--- src/rtl/rand_word_fifo.sv ---
// rtl/rand_word_fifo.sv - LFSR random word generator feeding a first-word-fall-through FIFO
//
// A 32-bit Galois LFSR (x^32+x^22+x^2+x+1) produces one word every GAP enabled
// cycles into a DEPTH-entry FWFT FIFO whose head is presented on rand_out.
//
// Ports:
//   clk         in   1            clock, all state on rising edge
//   rst         in   1            synchronous reset, active high
//   seed_we     in   1            load seed_in into LFSR and flush FIFO
//   seed_in     in   32           seed value (0 selects SEED)
//   enable      in   1            LFSR steps and gap counter runs
//   pop         in   1            consumer removes head word
//   rand_out    out  32           head word, 0 when empty
//   rand_valid  out  1            FIFO non-empty
//   level       out  LOG_DEPTH+1  stored words, 0..DEPTH
//   underflow   out  1            pulse: pop arrived while empty
module rand_word_fifo #(
    parameter int          DEPTH     = 4,
    parameter int          LOG_DEPTH = 2,
    parameter int          GAP       = 8,
    parameter logic [31:0] SEED      = 32'hACE10001
) (
    input  logic                 clk,
    input  logic                 rst,
    input  logic                 seed_we,
    input  logic [31:0]          seed_in,
    input  logic                 enable,
    input  logic                 pop,
    output logic [31:0]          rand_out,
    output logic                 rand_valid,
    output logic [LOG_DEPTH:0]   level,
    output logic                 underflow
);

    localparam int                 CW       = (GAP > 1) ? $clog2(GAP) : 1;
    localparam logic [CW-1:0]      CNT_LAST = CW'(GAP - 1);
    localparam logic [LOG_DEPTH:0] FULL     = (LOG_DEPTH + 1)'(DEPTH);
    localparam logic [31:0]        POLY     = 32'h80200003;

    logic [31:0]          lfsr_q, lfsr_d, lfsr_nxt;
    logic [CW-1:0]        cnt_q, cnt_d;
    logic [LOG_DEPTH-1:0] rd_ptr_q, rd_ptr_d;
    logic [LOG_DEPTH-1:0] wr_ptr_q, wr_ptr_d;
    logic [LOG_DEPTH:0]   level_q, level_d;
    logic                 underflow_q, underflow_d;
    logic [31:0]          mem_q [DEPTH];
    logic                 push;
    logic                 do_pop;
    logic                 has_space;

    always_comb begin
        lfsr_d      = lfsr_q;
        cnt_d       = cnt_q;
        rd_ptr_d    = rd_ptr_q;
        wr_ptr_d    = wr_ptr_q;
        level_d     = level_q;
        underflow_d = 1'b0;
        push        = 1'b0;
        do_pop      = 1'b0;

        lfsr_nxt  = {1'b0, lfsr_q[31:1]} ^ (lfsr_q[0] ? POLY : 32'h0);
        // A pop of a non-empty FIFO frees a slot in the same cycle, so a
        // stalled word can land while the FIFO is full.
        has_space = (level_q < FULL) || (pop && (level_q != '0));

        if (seed_we) begin
            lfsr_d   = (seed_in == 32'h0) ? SEED : seed_in;
            cnt_d    = '0;
            rd_ptr_d = '0;
            wr_ptr_d = '0;
            level_d  = '0;
        end else begin
            do_pop      = pop && (level_q != '0);
            underflow_d = pop && (level_q == '0);

            if (enable) begin
                lfsr_d = lfsr_nxt;
                if (cnt_q != CNT_LAST) begin
                    cnt_d = cnt_q + 1'b1;
                end else if (has_space) begin
                    push  = 1'b1;
                    cnt_d = '0;
                end
                // otherwise cnt holds at GAP-1 until space appears
            end

            if (push) begin
                wr_ptr_d = wr_ptr_q + 1'b1;
            end
            if (do_pop) begin
                rd_ptr_d = rd_ptr_q + 1'b1;
            end
            if (push && !do_pop) begin
                level_d = level_q + 1'b1;
            end else if (do_pop && !push) begin
                level_d = level_q - 1'b1;
            end
        end
    end

    always_ff @(posedge clk) begin
        if (rst) begin
            lfsr_q      <= SEED;
            cnt_q       <= '0;
            rd_ptr_q    <= '0;
            wr_ptr_q    <= '0;
            level_q     <= '0;
            underflow_q <= 1'b0;
        end else begin
            lfsr_q      <= lfsr_d;
            cnt_q       <= cnt_d;
            rd_ptr_q    <= rd_ptr_d;
            wr_ptr_q    <= wr_ptr_d;
            level_q     <= level_d;
            underflow_q <= underflow_d;
        end
    end

    // Storage needs no reset: contents are only visible while level != 0.
    always_ff @(posedge clk) begin
        if (!rst && push) begin
            mem_q[wr_ptr_q] <= lfsr_q;
        end
    end

    assign rand_valid = (level_q != '0);
    assign rand_out   = rand_valid ? mem_q[rd_ptr_q] : 32'h0;
    assign level      = level_q;
    assign underflow  = underflow_q;

endmodule

--- config.mk ---
export PLATFORM = sky130hd
export DESIGN_NAME = rand_word_fifo
export DESIGN_NICKNAME = d
export VERILOG_FILES = /design/src/rtl/rand_word_fifo.sv
export SDC_FILE = /design/constraint.sdc
export NUM_CORES = 1
export LEC_CHECK = 0
export CORE_ASPECT_RATIO = 0.5
export CORE_MARGIN = 1.5
export CORE_UTILIZATION = 60
export CTS_BUF_LIST = sky130_fd_sc_hd__clkbuf_2
export DETAILED_ROUTE_END_ITERATION = 16
export PLACE_DENSITY = 0.89
export SKIP_LAST_GASP = 1
export SLEW_MARGIN = 20
export SYNTH_ARGS = -nofsm -noshare
export SYNTH_HDL_FRONTEND = slang
export SYNTH_SLANG_ARGS = --single-unit
--- constraint.sdc ---
create_clock -name clk -period 3.3 [get_ports clk]
set_input_delay 0.66 -clock clk [delete_from_list [all_inputs] [get_ports clk]]
set_output_delay 0.66 -clock clk [all_outputs]
set_load 0.005 [all_outputs]
==> summary.txt, run 1 <==
Job
  – Max Cap Violations: 0

Global routing
  – Number of global-route vias before repair: just over 4k
  – GRT Total Usage: 23.7%
  – First-pass GRT wire length: roughly 21000 um
  – Global route overflow: 0
  – Largest net degree at the start of global routing: 66
  – Initial antenna violation count: 1

Clocking
  – CTS hold repair buffers: 0
  – Clk Latency, worst-skew pair: ~0.74 ns
  – Bufs on Longest Clock Path: 2
  – TritonCTS Sinks: 173
  – Max H-tree Level: 4
  – Clk slew on worst S/H paths: 0.25 ns
  – CTS tree: done
  – Root Buffer: clkbuf_2
  – Total CTS buffers: 17

Timing
  – Final period util: around 98%
  – Worst setup margin: 0.0775 ns
  – Relative slew slack: about 57%
  – Final hold viol count: 0
  – Setup Skew: just under 0.05 ns
  – Max Transition Viols Final: 0
  – Max Fclk: a little over 0.3 GHz
  – Count of final setup violators: 0
  – Setup TNS: 0 ns
  – Tmin final: 3.22 ns
  – RSZ-0062 raised after global routing: true
  – Worst-margin pin slew: around 0.64 ns

Die
  – Io pins: 74
  – Die H: 79.7 um
  – Core ar.: 11200 um^2
  – Cell Rows: 27
  – Die Width: around 160 um
  – Initial Util: between 60% and 70%
  – Die area: 12500 um^2

Setup path
  – Crit end category: primary output
  – Crit path buf inv count: 2
  – R2r worst-path depth: 9
  – CP startpoint kind: flop
  – Worst EP arrival: approximately 2.6 ns
  – Critical path's top delay family: buffers and inverters
  – Max stage delay on crit path: 0.51 ns
  – Crit Path Max Fanout: 12
  – WS Path Type: flop to primary output
  – Slowest CP cell: mux4_2
  – Crit path cell chain: clkbuf_16, mux4_2, and2_1, clkdlybuf4s50_1
  – Req. time, crit path: ~2.6 ns
  – Critical path depth: 4

Synthesis
  – YS warnings: 0
  – Syn avg cell area: between 15 and 20 um^2
  – Sequential area share after synthesis: between 60% and 70%
  – Yosys cell types: 33
  – Seq cells post-synth: around 170
  – Synthesized instance count: 461
  – Mapped Area: 7060 um^2
  – Syn_nets: around 500

Power
  – Sw power: between 0.9 and 1 mW
  – Sw Ratio: between 20% and 30%
  – LEAKAGE: 2.75 nW
  – Flop pwr share: about two thirds
  – Combinational fraction of design power: between 4 and 5%
  – Maximum vdd drop: between 0.2 and 0.25 mV
  – Clk network pwr share: ~30%
  – Pwr dens: between 400 and 500 nW/um^2
  – Total power: ~3.7 mW
  – Pint: between 2 and 3 mW

Min path
  – WHS Path Cells: 4
  – Worst min path class: primary input to flop

Drt
  – Vias per std cell: ~6
  – DR vias: 4227
  – Avg WL per Cell: approximately 20 um
  – Residual DRC: 0
  – Drt first pass iters: 7
  – Total Wirelength: approximately 14000 um
  – Antenna Nets Post-Route: 0
  – Drt initial violations: around 370

Layout
  – Fillers: ~690
  – Area delta synth->final: 16.1%
  – Most frequent cells in the layout: edfxtp_1, clkdlybuf4s50_1, nor2_1
  – Final Core Density: about three quarters
  – Nets: approximately 580
  – Most common cell after layout, fill and taps aside: edfxtp_1
  – Layout cell share with drive strength beyond 1: 15.1%

Placed design
  – Routability cong.: around 0.74
  – Port Buf Inserts: between 70 and 80
  – DP HPWL: roughly 8600 um
  – Place WS: about 0.34 ns

Run status
  – Outcome: finished, final reports clean
-- registers in the layout, indices dropped and copies added, names as in the netlist, named ones only --
name	flops
cnt_q	3
level	3
lfsr_q	32
mem_q	128
rd_ptr_q	2
underflow	1
wr_ptr_q	2
-- timing repair --
action / CTS / global route
endpoints found under the setup margin: 26 / 23
gates cloned: 0 / 2
pin swaps: 0 / 1
hold endpoints to repair: 0 / 0
setup buffers: 1 / 1
resized for setup: 2 / 3
-- cells by family (layout without fill, tap and decap cells) --
family,Yosys count,after routing,synth area share (%)
other cells,0,1,0
flops,173,173,67.2
xor+xnor,8,8,0.993
fa+ha+maj,8,8,1.52
mux,58,58,13.9
buf+inv,35,123,3.05
compound gates,53,53,4.18
simple gates,126,126,9.13
-- metal layers --
metal  wire (um)  part of all wire (%)  track usage, %
met5           0                     0               0
met2        6980                    49            38.2
met3        1090                   7.6            5.65
met4         199                   1.4            8.57
met1        5940                    42            32.1
-- synth_stat cells --
cell      instances  area [um^2]
clkbuf_1         14         52.6
a21oi_1          41          205
a221o_1           2         20.0
nor4_1            8         50.1
inv_1             4         15.0
a22oi_1           7         52.6
buf_12            3         60.1
nand2b_1          1         6.26
buf_6             2         22.5
buf_2            10         50.1
and2_1           32          200
edfxtp_1        128         3840
mux4_2           32          721
xor2_1            6         52.6
o21ai_0           1         5.00
buf_4             2         15.0
and3_1            5         31.3
mux2i_1          26          260
nor2_2            1         6.26
or2_2             1         6.26
nor2_1           60          225
or3_1             2         12.5
or2_1             1         6.26
nand3_1           1         5.00
nor3b_1          10         75.1
dfxtp_1          45          901
a211oi_1          1         7.51
nand4_1           2         12.5
xnor2_1           2         17.5
ha_1              7         87.6
fa_1              1         20.0
nand2_1           2         7.51
o21ai_1           1         5.00
-- stage by stage --
step / area, um^2 / hold slack [ns] / cells
2_1_floorplan: 7060 / 0.458 / 461
3_3_place_gp: 7870 / 0.479 / 672
3_5_place_dp: 7870 / 0.510 / 672
4_1_cts: 8120 / 0.217 / 705
5_1_grt: 8200 / 0.197 / 709
6_report: 8200 / 0.259 / 709
-- power groups by stage --
stage / clock network, mW / logic [mW] / registers (mW)
after floorplan: 0 / 0.0994 / 2.44
after global placement: 0 / 0.163 / 2.45
after detailed placement: 0 / 0.169 / 2.46
after CTS: 1.10 / 0.171 / 2.41
after global routing: 1.18 / 0.186 / 2.42
final: 1.09 / 0.173 / 2.41
-- final timing paths --
check,startpoint,endpoint,slack [ns]
min,seed_we,underflow,0.26
max,flop,rand_out[5],0.08
min reg2reg,lfsr_q[15],mem_q[0][15],0.51
max reg2reg,cnt_q[0],level[2],0.93
-- cell type report --
cell class	count	area (um^2)	share of cell area (%)
Tap cell	159	199	2.43
Antenna cell	1	2.50	0.0305
Timing Repair Buffer	87	888	10.8
Inverter	4	15.0	0.183
Sequential cell	173	4750	57.9
Multi-Input combinational cell	253	2100	25.7
Clock buffer	17	85.1	1.04
Clock inverter	15	155	1.89
-- tightest hold or removal path: cells and delay by family --
family	cells	cell delay, ns
buffers and inverters	1	0.11
and+or+nand+nor	3	0.20
Note: power is estimated with default switching activity, not from simulation.
==> run 2: changes to the inputs <==
Settings changed: CTS_CLUSTER_SIZE set to 8.
==> results of run 2 <==
The final DEF is identical to that of run 1; final timing and power are the same.
